`src/rtl/imem_dmem_arbiter.sv`:
```
// Single-port memory arbiter between instruction fetch (IF) and M-stage data accesses.
// Optional stall performance counters are enabled by defining ARB_PERF_EN.
module imem_dmem_arbiter #(
    parameter int ADDR_W  = 16,
    parameter int DATA_W  = 16,
    parameter int LATENCY = 2
) (
    input  logic              clock,
    input  logic              reset,
    input  logic              if_req,
    input  logic [ADDR_W-1:0] if_addr,
    output logic [DATA_W-1:0] if_rdata,
    output logic              if_done,
    output logic              if_stall,
    input  logic              mem_req,
    input  logic              mem_we,
    input  logic [ADDR_W-1:0] mem_addr,
    input  logic [DATA_W-1:0] mem_wdata,
    output logic [DATA_W-1:0] mem_rdata,
    output logic              mem_done,
    output logic              mem_stall,
    output logic              ram_en,
    output logic              ram_we,
    output logic [ADDR_W-1:0] ram_addr,
    output logic [DATA_W-1:0] ram_wdata,
    input  logic [DATA_W-1:0] ram_rdata
`ifdef ARB_PERF_EN
    ,
    output logic [15:0]       if_stall_cnt,
    output logic [15:0]       mem_stall_cnt
`endif
);

    typedef enum logic [1:0] {
        IDLE     = 2'd0,
        IF_BUSY  = 2'd1,
        MEM_BUSY = 2'd2
    } state_t;

    localparam logic [3:0] CNT_INIT = 4'(LATENCY - 1);

    state_t              state_q, state_d;
    logic [3:0]          cnt_q, cnt_d;
    logic [ADDR_W-1:0]   addr_q, addr_d;
    logic                we_q, we_d;
    logic [DATA_W-1:0]   wdata_q, wdata_d;
    logic [DATA_W-1:0]   if_hold_q, mem_hold_q;
    logic                grant_if, grant_mem;

    always_ff @(posedge clock or negedge reset) begin
        if (!reset) begin
            state_q <= IDLE;
            cnt_q   <= '0;
            addr_q  <= '0;
            we_q    <= 1'b0;
            wdata_q <= '0;
        end else begin
            state_q <= state_d;
            cnt_q   <= cnt_d;
            addr_q  <= addr_d;
            we_q    <= we_d;
            wdata_q <= wdata_d;
        end
    end

    // The requester completing this cycle is never considered, so the other side wins back-to-back.
    always_comb begin
        state_d   = state_q;
        cnt_d     = cnt_q;
        addr_d    = addr_q;
        we_d      = we_q;
        wdata_d   = wdata_q;
        grant_if  = 1'b0;
        grant_mem = 1'b0;
        case (state_q)
            IDLE: begin
                if (mem_req)     grant_mem = 1'b1;
                else if (if_req) grant_if  = 1'b1;
            end
            IF_BUSY: begin
                if (cnt_q == 4'd0) begin
                    if (mem_req) grant_mem = 1'b1;
                    else         state_d   = IDLE;
                end else begin
                    cnt_d = cnt_q - 4'd1;
                end
            end
            MEM_BUSY: begin
                if (cnt_q == 4'd0) begin
                    if (if_req) grant_if = 1'b1;
                    else        state_d  = IDLE;
                end else begin
                    cnt_d = cnt_q - 4'd1;
                end
            end
            default: state_d = IDLE;
        endcase
        if (grant_mem) begin
            state_d = MEM_BUSY;
            cnt_d   = CNT_INIT;
            addr_d  = mem_addr;
            we_d    = mem_we;
            wdata_d = mem_wdata;
        end
        if (grant_if) begin
            state_d = IF_BUSY;
            cnt_d   = CNT_INIT;
            addr_d  = if_addr;
            we_d    = 1'b0;
        end
    end

    assign ram_en    = (state_q != IDLE);
    assign ram_we    = (state_q == MEM_BUSY) && we_q;
    assign ram_addr  = addr_q;
    assign ram_wdata = wdata_q;

    assign if_done   = (state_q == IF_BUSY)  && (cnt_q == 4'd0);
    assign mem_done  = (state_q == MEM_BUSY) && (cnt_q == 4'd0);
    assign if_stall  = if_req  && !if_done;
    assign mem_stall = mem_req && !mem_done;

    // Store completions leave the load hold register untouched.
    always_ff @(posedge clock or negedge reset) begin
        if (!reset) begin
            if_hold_q  <= '0;
            mem_hold_q <= '0;
        end else begin
            if (if_done)             if_hold_q  <= ram_rdata;
            if (mem_done && !we_q)   mem_hold_q <= ram_rdata;
        end
    end

    assign if_rdata  = if_done ? ram_rdata : if_hold_q;
    assign mem_rdata = (mem_done && !we_q) ? ram_rdata : mem_hold_q;

`ifdef ARB_PERF_EN
    always_ff @(posedge clock or negedge reset) begin
        if (!reset) begin
            if_stall_cnt  <= '0;
            mem_stall_cnt <= '0;
        end else begin
            if (if_stall && (if_stall_cnt != 16'hFFFF))
                if_stall_cnt <= if_stall_cnt + 16'd1;
            if (mem_stall && (mem_stall_cnt != 16'hFFFF))
                mem_stall_cnt <= mem_stall_cnt + 16'd1;
        end
    end
`endif

endmodule

```
`config.mk`:
```
export PLATFORM = sky130hd
export DESIGN_NAME = imem_dmem_arbiter
export DESIGN_NICKNAME = d
export VERILOG_FILES = /design/src/rtl/imem_dmem_arbiter.sv
export SDC_FILE = /design/constraint.sdc
export NUM_CORES = 1
export LEC_CHECK = 0
export CORE_MARGIN = 2
export CORE_UTILIZATION = 44
export CTS_CLUSTER_SIZE = 14
export DETAILED_ROUTE_END_ITERATION = 10
export PLACE_DENSITY_LB_ADDON = 0.2
export SKIP_CTS_REPAIR_TIMING = 1
export SYNTH_ARGS = -nofsm -noshare
export SYNTH_HDL_FRONTEND = slang
export SYNTH_SLANG_ARGS = --single-unit
export TNS_END_PERCENT = 5
```
`constraint.sdc`:
```
create_clock -name clock -period 3.33 [get_ports clock]
set_input_delay 0.666 -clock clock [delete_from_list [all_inputs] [get_ports clock]]
set_output_delay 0.666 -clock clock [all_outputs]
set_load 0.1 [all_outputs]
```
## Word-level counts from Yosys, hierarchy flattened

Cells that the tools add are included.

- Bits in registers: 71

- Add/sub/neg operators: 1
- Equal/unequal tests: 8
- Multiplexer cells: 24
- Reductions and logical operators: 17

Operator list:

| cell | count |
|---|---|
| $mux 16 | 4 |
| $mux 4 | 4 |
| $ne 4x4->1 const B | 4 |
| $mux 2 | 6 |
| $mux 1 | 7 |
| $logic_and 1x1->1 | 6 |
| $ne 3x3->1 const B | 2 |
| $pmux 2 s3 | 1 |
| $reduce_and 5->1 | 1 |
| $logic_not 4->1 | 1 |
| $pmux 1 s2 | 2 |
| $reduce_bool 2->1 | 2 |
| $sub 4x1->4 const B | 1 |
| $logic_not 1->1 | 3 |
| $reduce_bool 3->1 | 1 |
| $eq 2x1->1 const B | 1 |
| $eq 2x2->1 const B | 1 |
| $logic_not 2->1 | 1 |
| $reduce_and 2->1 | 1 |
| $reduce_or 2->1 | 1 |

## Longest topological paths before layout

Gate-level depths: netlist of the first run.

- Depth after elaboration: 5
- Gate-level depth with buffers: 8
- Depth with buffers taken out: 6

## Least setup slack after synthesis of the first run

Ideal clock, no wire load.

- Path type: register -> output
- Start point: register cnt_q[0]
- End point: output port if_stall
- Data arrival time: 2.545 ns
- Data required time: 2.664 ns
- Path slack: 0.119 ns
- Stages on the path, launching flop included: 7
- Path buffers: 2
- Cells stage by stage: dfrtp_1 -> inv_1 -> ha_1 -> nor4bb_1 -> buf_4 -> buf_4 -> nor2b_1

- Cells in the longest elaborated chain, start to end: 4

RTL lines:

| what | line | RTL |
|---|---|---|
| start: declaration | 43 | `logic [3:0] cnt_q, cnt_d;` |
| start signal: assignment | 59 | `cnt_q <= cnt_d;` |
| $logic_not 4->1 | 118 | `assign if_done = (state_q == IF_BUSY) && (cnt_q == 4'd0);` |
| $logic_and 1x1->1 | 118 |  |
| net if_done | 13 | `output logic if_done,` |
| $logic_not 1->1 | 120 | `assign if_stall = if_req && !if_done;` |
| $logic_and 1x1->1 | 120 |  |
| end: declaration | 14 | `output logic if_stall,` |

The timed path passes the listed nets, and every way through them passes these cells.

## Worst setup path after layout of the first run

- Start point: register cnt_q[0]
- End point: output port mem_rdata[9]

- Cells in the longest elaborated chain, start to end: 4

RTL lines:

| what | line | RTL |
|---|---|---|
| $logic_not 4->1 | 119 | `assign mem_done = (state_q == MEM_BUSY) && (cnt_q == 4'd0);` |
| $logic_and 1x1->1 | 119 |  |
| $logic_and 1x1->1 | 135 | `assign mem_rdata = (mem_done && !we_q) ? ram_rdata : mem_hold_q;` |
| $mux 16 | 135 |  |
| end: declaration | 19 | `output logic [DATA_W-1:0] mem_rdata,` |

Every way passes these cells.

==> impl_metrics.env, run 1 <==
export IMPL_outcome="finished clean"
export IMPL_wl_met3_microns=563
export IMPL_finalClockSkew_ps=10.3
export IMPL_layout_common_cells="85 x nand2_1, 71 x dfrtp_1, 67 x clkdlybuf4s50_1"
export IMPL_syn_nets=346
export IMPL_post_drt_via_cell_ratio=4.88
export IMPL_pre_cts_ws_ps=683
export IMPL_track_usage=0.200
export IMPL_fp_dieW_microns=86.5
export IMPL_io_buffers=138
export IMPL_top_layer="met4"
export IMPL_dpl_hpwl_microns=5290
export IMPL_crit_required_ps=2660
export IMPL_ys_seq_area_frac=0.593
export IMPL_maxSlewHeadroom=0.366
export IMPL_mostFrequentLayoutCell="nand2_1"
export IMPL_yosysWarnings=0
export IMPL_overflow=0
export IMPL_arrival_ps=2330
export IMPL_ios=139
export IMPL_cts_sinks=71
export IMPL_start_kind="flip-flop"
export IMPL_drive_gt1_frac=0.286
export IMPL_setup_viol=0
export IMPL_antenna_cells=0
export IMPL_slew_violations=0
export IMPL_post_synth_num_cell_types=31
export IMPL_fmax_mhz=334
export IMPL_fin_ws_ps=332
export IMPL_ys_ff_latch=71
export IMPL_vias=2436
export IMPL_die_area_sq_um=7480
export IMPL_core_sq_um=6680
export IMPL_rsz0062_at_grt="no"
export IMPL_drt_pass1_iter_count=4
export IMPL_clockBufferDepth=2
export IMPL_cp_max_fo=16
export IMPL_routed_wl_microns=7140
export IMPL_yosys_area_top_type="dfrtp_1"
export IMPL_hold_path_class="in -> async"
export IMPL_crit_chain="inv_1 > ha_1 > and4bb_4 > nor2b_1 > buf_4 > mux2_1 > buf_12"
export IMPL_hold_viol=0
export IMPL_min_period_ps=3000
export IMPL_row_count=30
export IMPL_cp_top_family="buffers and inverters"
export IMPL_h_tree_depth=3
export IMPL_syn_area_sq_um=3000
export IMPL_fill_cells=494
export IMPL_place_congestion=0.810
export IMPL_cts_tree="built"
export IMPL_syn_avg_cell_area_sq_um=11.0
export IMPL_synth_top_cells_by_area="dfrtp_1 59%, nand2_1 11%, mux2_2 8.3%"
export IMPL_post_place_cells=483
export IMPL_fin_nets=488
export IMPL_path_clk_slew_ps=70
export IMPL_numCtsBuffers=9
export IMPL_end_kind="output port"
export IMPL_critPathBufInv=3
export IMPL_stdcell_count=499
export IMPL_area_delta_synth_final_pct=55.5
export IMPL_cts_root_buf="clkbuf_8"
export IMPL_drc=0
export IMPL_wl_met1_microns=3080
export IMPL_min_period_over_period=0.900
export IMPL_grt_pass1_vias=2371
export IMPL_grt_pass1_wl_microns=11600
export IMPL_drt_iter0_markers=66
export IMPL_critPathKind="reg -> out"
export IMPL_route_met2_wl_microns=3350
export IMPL_worstMarginPinSlew_ps=947
export IMPL_insertion_delay_ps=330
export IMPL_final_antenna_net_count=0
export IMPL_tns_ps=0
export IMPL_routedWlPerCell_microns=14.3
export IMPL_slowest_stage="mux2_1"
export IMPL_grt_start_max_net_pins=37
export IMPL_synthCells=272
export IMPL_slowest_delay_ps=420
export IMPL_initial_utilization=0.448
export IMPL_maxCapViolCount=0
export IMPL_yosys_area_top_type_share=0.593
export IMPL_die_height_microns=86.5
export IMPL_antenna_found_initial=0
## worst register-to-register path, delay by kind of cell (launching register included)
family	cells	cell delay [ps]
flops	1	400
buf+inv	3	650
fa+ha+maj	1	170
compound gates	2	740
simple gates	2	350
## area by class of cell
| class | instances | area, sq um | share of cell area |
|---|---|---|---|
| Timing Repair Buffer | 144 | 1470 | 0.316 |
| Tap cell | 80 | 100 | 0.0215 |
| Multi-Input combinational cell | 183 | 1130 | 0.243 |
| Inverter | 5 | 18.8 | 0.00403 |
| Clock inverter | 4 | 22.5 | 0.00484 |
| Clock buffer | 12 | 135 | 0.0290 |
| Sequential cell | 71 | 1780 | 0.382 |
## registers in the layout (all words and copies together), names as in the netlist
signal and count:
cnt_q 4, if_hold_q 16, mem_hold_q 16, ram_addr 16, ram_wdata 16, state_q 2, we_q 1
## layer usage
layer | up-vias | global-route usage
met5 | - | 0
met2 | 97 | 0.313
met3 | 13 | 0.0648
met4 | 0 | 0.0852
li1 | 1184 | -
met1 | 1142 | 0.256
## cells by family after synthesis
kind of cell / synth area share
and+or+nand+nor: 0.162
buffers and inverters: 0.0338
adders and majority gates: 0.0209
AOI/OAI and AO/OA: 0.0643
xor gates and xnor gates: 0.00585
DFF: 0.593
muxes: 0.120
## stage by stage
| stage | hold WS (ps) | instance area (sq um) | util |
|---|---|---|---|
| 5_1_grt | 295 | 4660 | 0.697 |
| 6_report | 275 | 4660 | 0.697 |
| 4_1_cts | 275 | 4660 | 0.697 |
| 3_5_place_dp | 463 | 4500 | 0.673 |
| 3_3_place_gp | 459 | 4500 | 0.673 |
| 2_1_floorplan | 370 | 3000 | - |
## cells in the mapped netlist (all sizes together)
library cell,n
and2,1
or2,1
a21o,1
dfrtp,71
and4bb,1
ha,5
nand3,2
xor2,1
nor2,18
nand2,85
buf,13
o21ai,3
a21oi,3
or3b,1
nor4bb,1
mux2,32
nor2b,4
inv,5
or4b,1
xnor2,1
o21a,1
a21boi,1
nor3,1
a31oi,17
a21bo,1
o32ai,1
## final timing paths
check                               from  slack (ps)            end  cells after the start
setup / recovery                cnt_q[0]         330   mem_rdata[9]                      7
hold / removal                     reset         270  if_hold_q[14]                      1
setup reg to reg              state_q[1]         950   ram_addr[13]                      8
hold reg to reg            ram_wdata[11]         480  ram_wdata[11]                      2
max in group asynchronous          reset        2320       cnt_q[3]                      2
min in group clock         ram_wdata[11]         480  ram_wdata[11]                      2
Power of run 1 is not shown: default switching activity piles up to over one toggle a cycle in this logic, so the estimate is an artifact.
==> inputs of run 2 (changes only) <==
--- a/config.mk
+++ b/config.mk
@@ -7,6 +7,7 @@
 export LEC_CHECK = 0
 export CORE_MARGIN = 2
 export CORE_UTILIZATION = 44
+export CTS_CLUSTER_DIAMETER = 80
 export CTS_CLUSTER_SIZE = 14
 export DETAILED_ROUTE_END_ITERATION = 10
 export PLACE_DENSITY_LB_ADDON = 0.2
==> results of run 2 <==
Same layout as run 1: the final DEF is identical, and so are final timing and power.
Power of run 2 is left out for the same reason.
==> inputs of run 3 (changes only) <==
--- a/config.mk
+++ b/config.mk
@@ -11,6 +11,7 @@
 export CTS_CLUSTER_SIZE = 14
 export DETAILED_ROUTE_END_ITERATION = 10
 export PLACE_DENSITY_LB_ADDON = 0.2
+export RECOVER_POWER = 25
 export SKIP_CTS_REPAIR_TIMING = 1
 export SYNTH_ARGS = -nofsm -noshare
 export SYNTH_HDL_FRONTEND = slang
==> run 3 against run 2 <==
  * Die area stayed put
  * Via count is 0.12% higher
  * Core utilization is 0.13 points lower
  * Fmax hardly changed
  * Design area is 0.19% lower
  * Sequential cell count stayed put
  * Sequential share of layout area is 0.072 points higher
  * First-iteration DRC count stayed put
  * Largest cell class unchanged
==> impl_metrics.env, run 3 (synthesized netlist as in run 1, its figures left out) <==
export IMPL_cts_root_buf="clkbuf_8"
export IMPL_post_place_cells=483
export IMPL_critPathKind="reg -> out"
export IMPL_slew_violations=0
export IMPL_fill_cells=499
export IMPL_insertion_delay_ps=330
export IMPL_use_met2=0.313
export IMPL_h_tree_depth=3
export IMPL_hold_viol=0
export IMPL_antenna_found_initial=0
export IMPL_track_usage=0.200
export IMPL_rsz0062_at_grt="no"
export IMPL_arrival_ps=2330
export IMPL_slowest_stage="mux2_1"
export IMPL_clockBufferDepth=2
export IMPL_row_count=30
export IMPL_grt_busiest_layer="met2"
export IMPL_path_clk_slew_ps=70
export IMPL_numCtsBuffers=9
export IMPL_critPathBufInv=3
export IMPL_vias=2439
export IMPL_routed_wl_microns=7150
export IMPL_maxSlewHeadroom=0.0223
export IMPL_finalClockSkew_ps=10.3
export IMPL_setup_viol=0
export IMPL_layout_common_cells="85 x nand2_1, 71 x dfrtp_1, 67 x clkdlybuf4s50_1"
export IMPL_mostFrequentLayoutCell="nand2_1"
export IMPL_min_period_over_period=0.900
export IMPL_fmax_mhz=334
export IMPL_min_period_ps=3000
export IMPL_post_drt_via_cell_ratio=4.89
export IMPL_cp_top_family="buffers and inverters"
export IMPL_drt_pass1_iter_count=4
export IMPL_die_height_microns=86.5
export IMPL_initial_utilization=0.448
export IMPL_antenna_cells=0
export IMPL_cts_sinks=71
export IMPL_fin_nets=488
export IMPL_io_buffers=138
export IMPL_worstMarginPinSlew_ps=1470
export IMPL_grt_pass1_wl_microns=11600
export IMPL_area_delta_synth_final_pct=55.2
export IMPL_overflow=0
export IMPL_core_sq_um=6680
export IMPL_place_congestion=0.810
export IMPL_end_kind="output port"
export IMPL_worstHoldPathCells=2
export IMPL_stdcell_count=499
export IMPL_final_antenna_net_count=0
export IMPL_crit_chain="inv_1 > ha_1 > and4bb_4 > nor2b_1 > buf_4 > mux2_1 > buf_12"
export IMPL_die_area_sq_um=7480
export IMPL_crit_required_ps=2660
export IMPL_grtUsageMet1=0.256
export IMPL_drive_gt1_frac=0.279
export IMPL_grt_pass1_vias=2371
export IMPL_routedWlPerCell_microns=14.3
export IMPL_outcome="finished clean"
export IMPL_ios=139
export IMPL_worst_path_stages=7
export IMPL_cp_max_fo=16
export IMPL_dpl_hpwl_microns=5290
export IMPL_hold_path_class="reg -> reg"
export IMPL_fp_dieW_microns=86.5
export IMPL_slowest_delay_ps=420
export IMPL_tns_ps=0
export IMPL_use_met3=0.0648
export IMPL_grt_start_max_net_pins=37
export IMPL_cts_tree="built"
export IMPL_r2r_cells=8
export IMPL_start_kind="flip-flop"
export IMPL_drt_iter0_markers=66
export IMPL_maxCapViolCount=0
export IMPL_drc=0
## run 3: metal layers
layer | up-vias | share of wire
met2 | 97 | 0.47
met1 | 1145 | 0.44
met3 | 13 | 0.074
li1 | 1184 | -
met4 | 0 | 0.021
met5 | - | 0
## run 3: final timing paths
kind / from / endpoint / slack (ps)
worst max register to register: state_q[1] / ram_addr[13] / 950
worst max-delay path: cnt_q[0] / mem_rdata[9] / 330
min in group asynchronous: reset / if_hold_q[14] / 510
max in group asynchronous: reset / cnt_q[3] / 910
worst min-delay path: ram_wdata[11] / ram_wdata[11] / 480
worst min register to register: ram_wdata[11] / ram_wdata[11] / 480
## run 3: worst reg2reg max path: cells and delay by family (launching register included)
family	cells	cell delay, ps
AND/OR/NAND/NOR	2	350
AO/OA/AOI/OAI	2	740
buffers and inverters	3	650
flip-flops	1	400
adder cells (fa/ha/maj)	1	170
## run 3: layout make-up
cell class,instances,area [sq um],area share
clock buffer,12,135,0.0291
multi-input combinational,183,1130,0.244
clock inverter,4,22.5,0.00485
timing repair buffer,144,1460,0.315
tap,80,100,0.0215
inverter,5,18.8,0.00404
sequential,71,1780,0.382
## run 3: stage by stage
| stage | hold WS (ps) | utilization | cell area, sq um | setup slack (ps) |
|---|---|---|---|---|
| final | 478 | 0.696 | 4650 | 332 |
| after detailed placement | 463 | 0.673 | 4500 | 683 |
| after CTS | 275 | 0.697 | 4660 | 313 |
| after global routing | 500 | 0.696 | 4650 | 182 |
| after floorplan | 370 | - | 3000 | 119 |
| after global placement | 459 | 0.673 | 4500 | 759 |
Power of run 3 is left out for the same reason.
==> RTL change 1, RTL diff (config.mk and constraints of run 2) <==
Build with the macro `ARB_PERF_EN` defined.
--- a/src/rtl/imem_dmem_arbiter.sv
+++ b/src/rtl/imem_dmem_arbiter.sv
@@ -2,2 +2,4 @@
 // Optional stall performance counters are enabled by defining ARB_PERF_EN.
+`define ARB_PERF_EN
+
 module imem_dmem_arbiter #(
Function (old outputs only; new: if_stall_cnt and mem_stall_cnt): kept (equiv_simple and equiv_induct, registers matched by name and starting in step).
==> RTL change 1 against run 2 <==
  * Non-clock buffer count is 31 higher
  * First-iteration DRC count grew to 2.5 times the old value
  * Sequential cell count is 32 higher
  * Final cell count is 47% higher
  * Register-to-register slack worse by 0.04 ns
  * Wire length is 60% higher
  * Area after synthesis is 55% higher
  * Sequential share of layout area is 0.76 points lower
  * Synthesized cell count is 54% higher
  * Setup slack worse by 0.049 ns
  * Cell area is 48% higher
  * Critical path type unchanged
  * Critical endpoint is now if_rdata[14]
  * Highest routed layer unchanged
Power is not shown: default switching activity piles up to over one toggle a cycle in this logic, so the estimate is an artifact.
==> RTL change 1: results (changes against run 2) <==
Clock transition at path regs - 0.10 ns (was 0.07 ns)
Sequential area share after synthesis - 55.69% (was 59.31%)
Pin count of the biggest net entering global routing - 57 (was 37)
Grt peak-use layer - met2 (unchanged)
Pre-Repair DR Iteration Count - 4 (unchanged)
DR iter-0 viols - 168 (was 66)
N_diodes - 0 (unchanged)
Syn Nets - 495 (was 346)
H-tree depth - 3 (unchanged)
R2r setup slk - 0.91 ns (was 0.95 ns)
Clk buf depth - 2 (unchanged)
Nets - 668 (was 488)
Worst skew pair latency - 0.37 ns (was 0.33 ns)
Detail Placement HPWL - 8548 um (was 5291 um)
Count leader, synth - dfrtp_1 (was nand2_1)
Clock Skew - 0.008272 ns (was 0.01032 ns)
Vias in the first global route - 3736 (was 2371)
R2r endpoint - ram_addr[9] (was ram_addr[13])
Slew margin rel. - 53.15% (was 36.60%)
Status - complete, no violations (unchanged)
Global-route wire length before repair - 18830 um (was 11560 um)
Worst Path Arrival - 2.38 ns (was 2.33 ns)
Gr usage total - 21.10% (was 20.00%)
Layout cell share with drive strength beyond 1 - 29.31% (was 28.64%)
Synth unique cells - 44 (was 31)
Synth area leaders - dfrtp_1 56%, mux2_2 8.3%, nand2_1 6.7% (was dfrtp_1 59%, nand2_1 11%, mux2_2 8.3%)
Initial antenna violation count - 0 (unchanged)
Total number of vias - 3759 (was 2436)
Warnings from Yosys - 0 (unchanged)
Global Route met3 Usage - 7.971% (was 6.476%)
CP startpoint - cnt_q[0] (unchanged)
Gpl congestion - 0.7760 (was 0.8101)
Worst R2R Path Depth - 7 (was 8)
Grt met1 use - 27.85% (was 25.64%)
Largest fanout on the critical path - 22 (was 16)
Dpl ws - 0.6834 ns (was 0.6830 ns)
Worst hold path class - in -> async (unchanged)
CTS Buf Count - 9 (unchanged)
Synth top cells by count - 103 x dfrtp_1, 82 x nand2_1, 38 x a21oi_1 (was 85 x nand2_1, 71 x dfrtp_1, 22 x mux2_2)
Root Buffer Master - clkbuf_8 (unchanged)
IO Port Bufs - 170 (was 138)
Async S/R FF share, synth - 100.0% (unchanged)
Top_reg_cell synth - dfrtp_1 (unchanged)
M2 GR Usage - 32.21% (was 31.26%)
# setup viols final - 0 (unchanged)
Routed WL - 11420 um (was 7143 um)
==> RTL change 1: worst max-delay path, stage by stage, from the launching register on <==
cell and delay (ns):
dfrtp_1 0.41, inv_1 0.07, ha_1 0.24, and4bb_2 0.67, mux2_2 0.45, buf_12 0.18
==> RTL change 1: cell type report <==
cell class	instances	area (um2)
clock buffers	10	137.6
repair buffers	175	1919
well taps	136	170.2
inverters	11	41.29
fillers	802	3385
clock inverters	6	107.6
flip-flops and latches	103	2577
multi-input cells	292	1939
==> RTL change 1: how the worst max path moves through the flow <==
stage	end	slack, ns	cells past startpoint
after detailed placement	if_rdata[6]	0.68	5
after global placement	if_rdata[13]	0.76	5
final	if_rdata[14]	0.28	5
after global routing	if_stall	0.13	6
after floorplan	if_rdata[10]	0.39	6
after CTS	if_rdata[14]	0.27	5
==> RTL change 1: cell families (layout without fill, tap and decap cells) <==
group | count (synthesis) | in the layout | share of synthesized area [%]
AOI/OAI and AO/OA | 50 | 50 | 6.245
xor gates and xnor gates | 28 | 28 | 5.299
adders and majority gates | 7 | 7 | 1.892
buffers and inverters | 24 | 202 | 2.406
DFF | 103 | 103 | 55.69
muxes | 36 | 36 | 8.921
and+or+nand+nor | 171 | 171 | 19.55
==> RTL change 1: metal layers <==
metal / wire length, um / part of all wire (%) / vias to the layer above
li1: - / - / 1785
met1: 4876 / 43 / 1844
met2: 5374 / 47 / 117
met3: 986 / 8.6 / 13
met4: 182 / 1.6 / 0
met5: 0 / 0 / -
==> RTL change 1: through the flow <==
stage	hold slack (ns)	utilization (%)	cell area, um2	instances
after floorplan	0.3704	-	4628	419
after global placement	0.4611	64.68	6648	717
after detailed placement	0.4717	64.68	6648	717
after CTS	0.3167	67.07	6893	733
after global routing	0.3521	67.07	6893	733
final	0.3075	67.07	6893	733
==> RTL change 2, RTL diff (settings of run 2) <==
Made on the original files. Re-encode `state_t` (3 states) as one-hot, 3 bits wide.
--- a/src/rtl/imem_dmem_arbiter.sv
+++ b/src/rtl/imem_dmem_arbiter.sv
@@ -33,6 +33,6 @@
 
-    typedef enum logic [1:0] {
-        IDLE     = 2'd0,
-        IF_BUSY  = 2'd1,
-        MEM_BUSY = 2'd2
+    typedef enum logic [2:0] {
+        IDLE     = 3'b001,
+        IF_BUSY  = 3'b010,
+        MEM_BUSY = 3'b100
     } state_t;
Behaviour: same outputs for any inputs over 10 cycles, from zero or initial values and one cycle with reset low; not proved beyond that.
==> RTL change 2 against run 2 <==
  * Area after synthesis is 0.38% higher
  * Cell area rose by 7.1%
  * Setup slack got worse by 0.24 ns
  * Count of clock-buffer cells in the layout fell by 1
  * Wire length down 2.9%
  * Utilization grew 4.5 points
  * Sequential cell count increased by 1
Power is not shown: default switching activity piles up to over one toggle a cycle in this logic, so the estimate is an artifact.
==> RTL change 2: results (changes against run 2) <==
Status - complete, no violations (unchanged)
Synth top cells by count - 71 x dfrtp_1, 48 x mux2_2, 19 x and2_1 (was 85 x nand2_1, 71 x dfrtp_1, 22 x mux2_2)
Inverters - 4 (was 5)
Critical path class - reg -> out (unchanged)
Grt met1 use - 25.95% (was 25.64%)
Highest metal used - met4 (unchanged)
Hold_ws - 0.4595 ns (was 0.2749 ns)
Layout cell share with drive strength beyond 1 - 40.95% (was 28.64%)
Register area - 0.001803 mm2 (was 0.001777 mm2)
Dpl ws - 0.2571 ns (was 0.6830 ns)
Vias in the first global route - 2291 (was 2371)
Global-route wire length before repair - 11140 um (was 11560 um)
Slew @ Worst Pin - 1.183 ns (was 0.9475 ns)
Synth unique cells - 36 (was 31)
Global Route met3 Usage - 4.286% (was 6.476%)
CTS Buf Count - 9 (unchanged)
Worst Path Arrival - 2.57 ns (was 2.33 ns)
Clock Skew - 0.008094 ns (was 0.01032 ns)
M2 GR Usage - 29.72% (was 31.26%)
Met2 wire len - 3414 um (was 3351 um)
Non-clock buffers - 144 (unchanged)
Crit Reg-Reg Startpoint - cnt_q[0] (was state_q[1])
CLK BUF - 11 (was 12)
Max incr delay on CP - 0.40 ns (was 0.42 ns)
Mean post-synth cell area - 14.32 um2 (was 11.01 um2)
Syn Nets - 280 (was 346)
NonClk Buf Share - 34.40% (was 31.60%)
DR WL/cell - 15.79 um (was 14.31 um)
Detail Placement HPWL - 4948 um (was 5291 um)
Final cell count without fillers - 439 (was 499)
Sequential area share after synthesis - 59.97% (was 59.31%)
Warnings from Yosys - 0 (unchanged)
Hold Violations, Final - 0 (unchanged)
Crit path max-delay family - simple AND/OR/NAND/NOR gates (was buffers and inverters)
Root Buffer Master - clkbuf_8 (unchanged)
Gr usage total - 19.01% (was 20.00%)
Worst skew pair latency - 0.33 ns (about the same)
Clk sinks - 72 (was 71)
Final Util - 74.21% (was 69.70%)
Nets - 424 (was 488)
R2r endpoint - ram_addr[12] (was ram_addr[13])
Crit-path slowest cell - dfrtp_1 (was mux2_1)
Largest fanout on the critical path - 4 (was 16)
Pin count of the biggest net entering global routing - 73 (was 37)
Post-Route M1 WL - 2975 um (was 3079 um)
Worst R2R Path Depth - 7 (was 8)
Filler cells - 434 (was 494)
Placed Area - 0.004733 mm2 (was 0.004499 mm2)
DR iter-0 viols - 98 (was 66)
Gpl congestion - 0.7665 (was 0.8101)
Synth area leaders - dfrtp_1 59%, mux2_2 18%, a221o_1 5.3% (was dfrtp_1 59%, nand2_1 11%, mux2_2 8.3%)
Routed length on met3 - 419 um (was 563 um)
Clk tree area frac - 4.442% (was 3.385%)
Worst hold path class - in -> async (unchanged)
R2r setup slk - 0.75 ns (was 0.95 ns)
Multi-input combinational gate total - 123 (was 183)
Total number of vias - 2247 (was 2436)
Multi-input combinational area share - 22.68% (was 24.31%)
## RTL change 2: cell count changes in the layout (fill, tap and decap cells not counted), sizes merged, moves of 13 or more
cell | run 2 | this run
a221o | 0 | 16
a31oi | 17 | 1
and2 | 1 | 19
mux2 | 32 | 48
nand2 | 85 | 2
nor2 | 18 | 5
## RTL change 2: kinds of logic after synthesis
family          share of synthesized area (%)
fa+ha+maj                              0.4161
mux                                     17.98
buf+inv                                 2.705
xor+xnor                                1.165
flops                                   59.97
simple gates                            10.03
compound gates                          7.741
## RTL change 2: how the worst max path moves through the flow
stage	to	slack [ns]	cells after the start
after floorplan	if_stall	-0.10	7
after global placement	mem_rdata[9]	0.33	7
after detailed placement	mem_rdata[14]	0.26	7
after CTS	mem_rdata[13]	-0.11	7
after global routing	mem_rdata[4]	-0.006	8
final	mem_rdata[4]	0.09	8
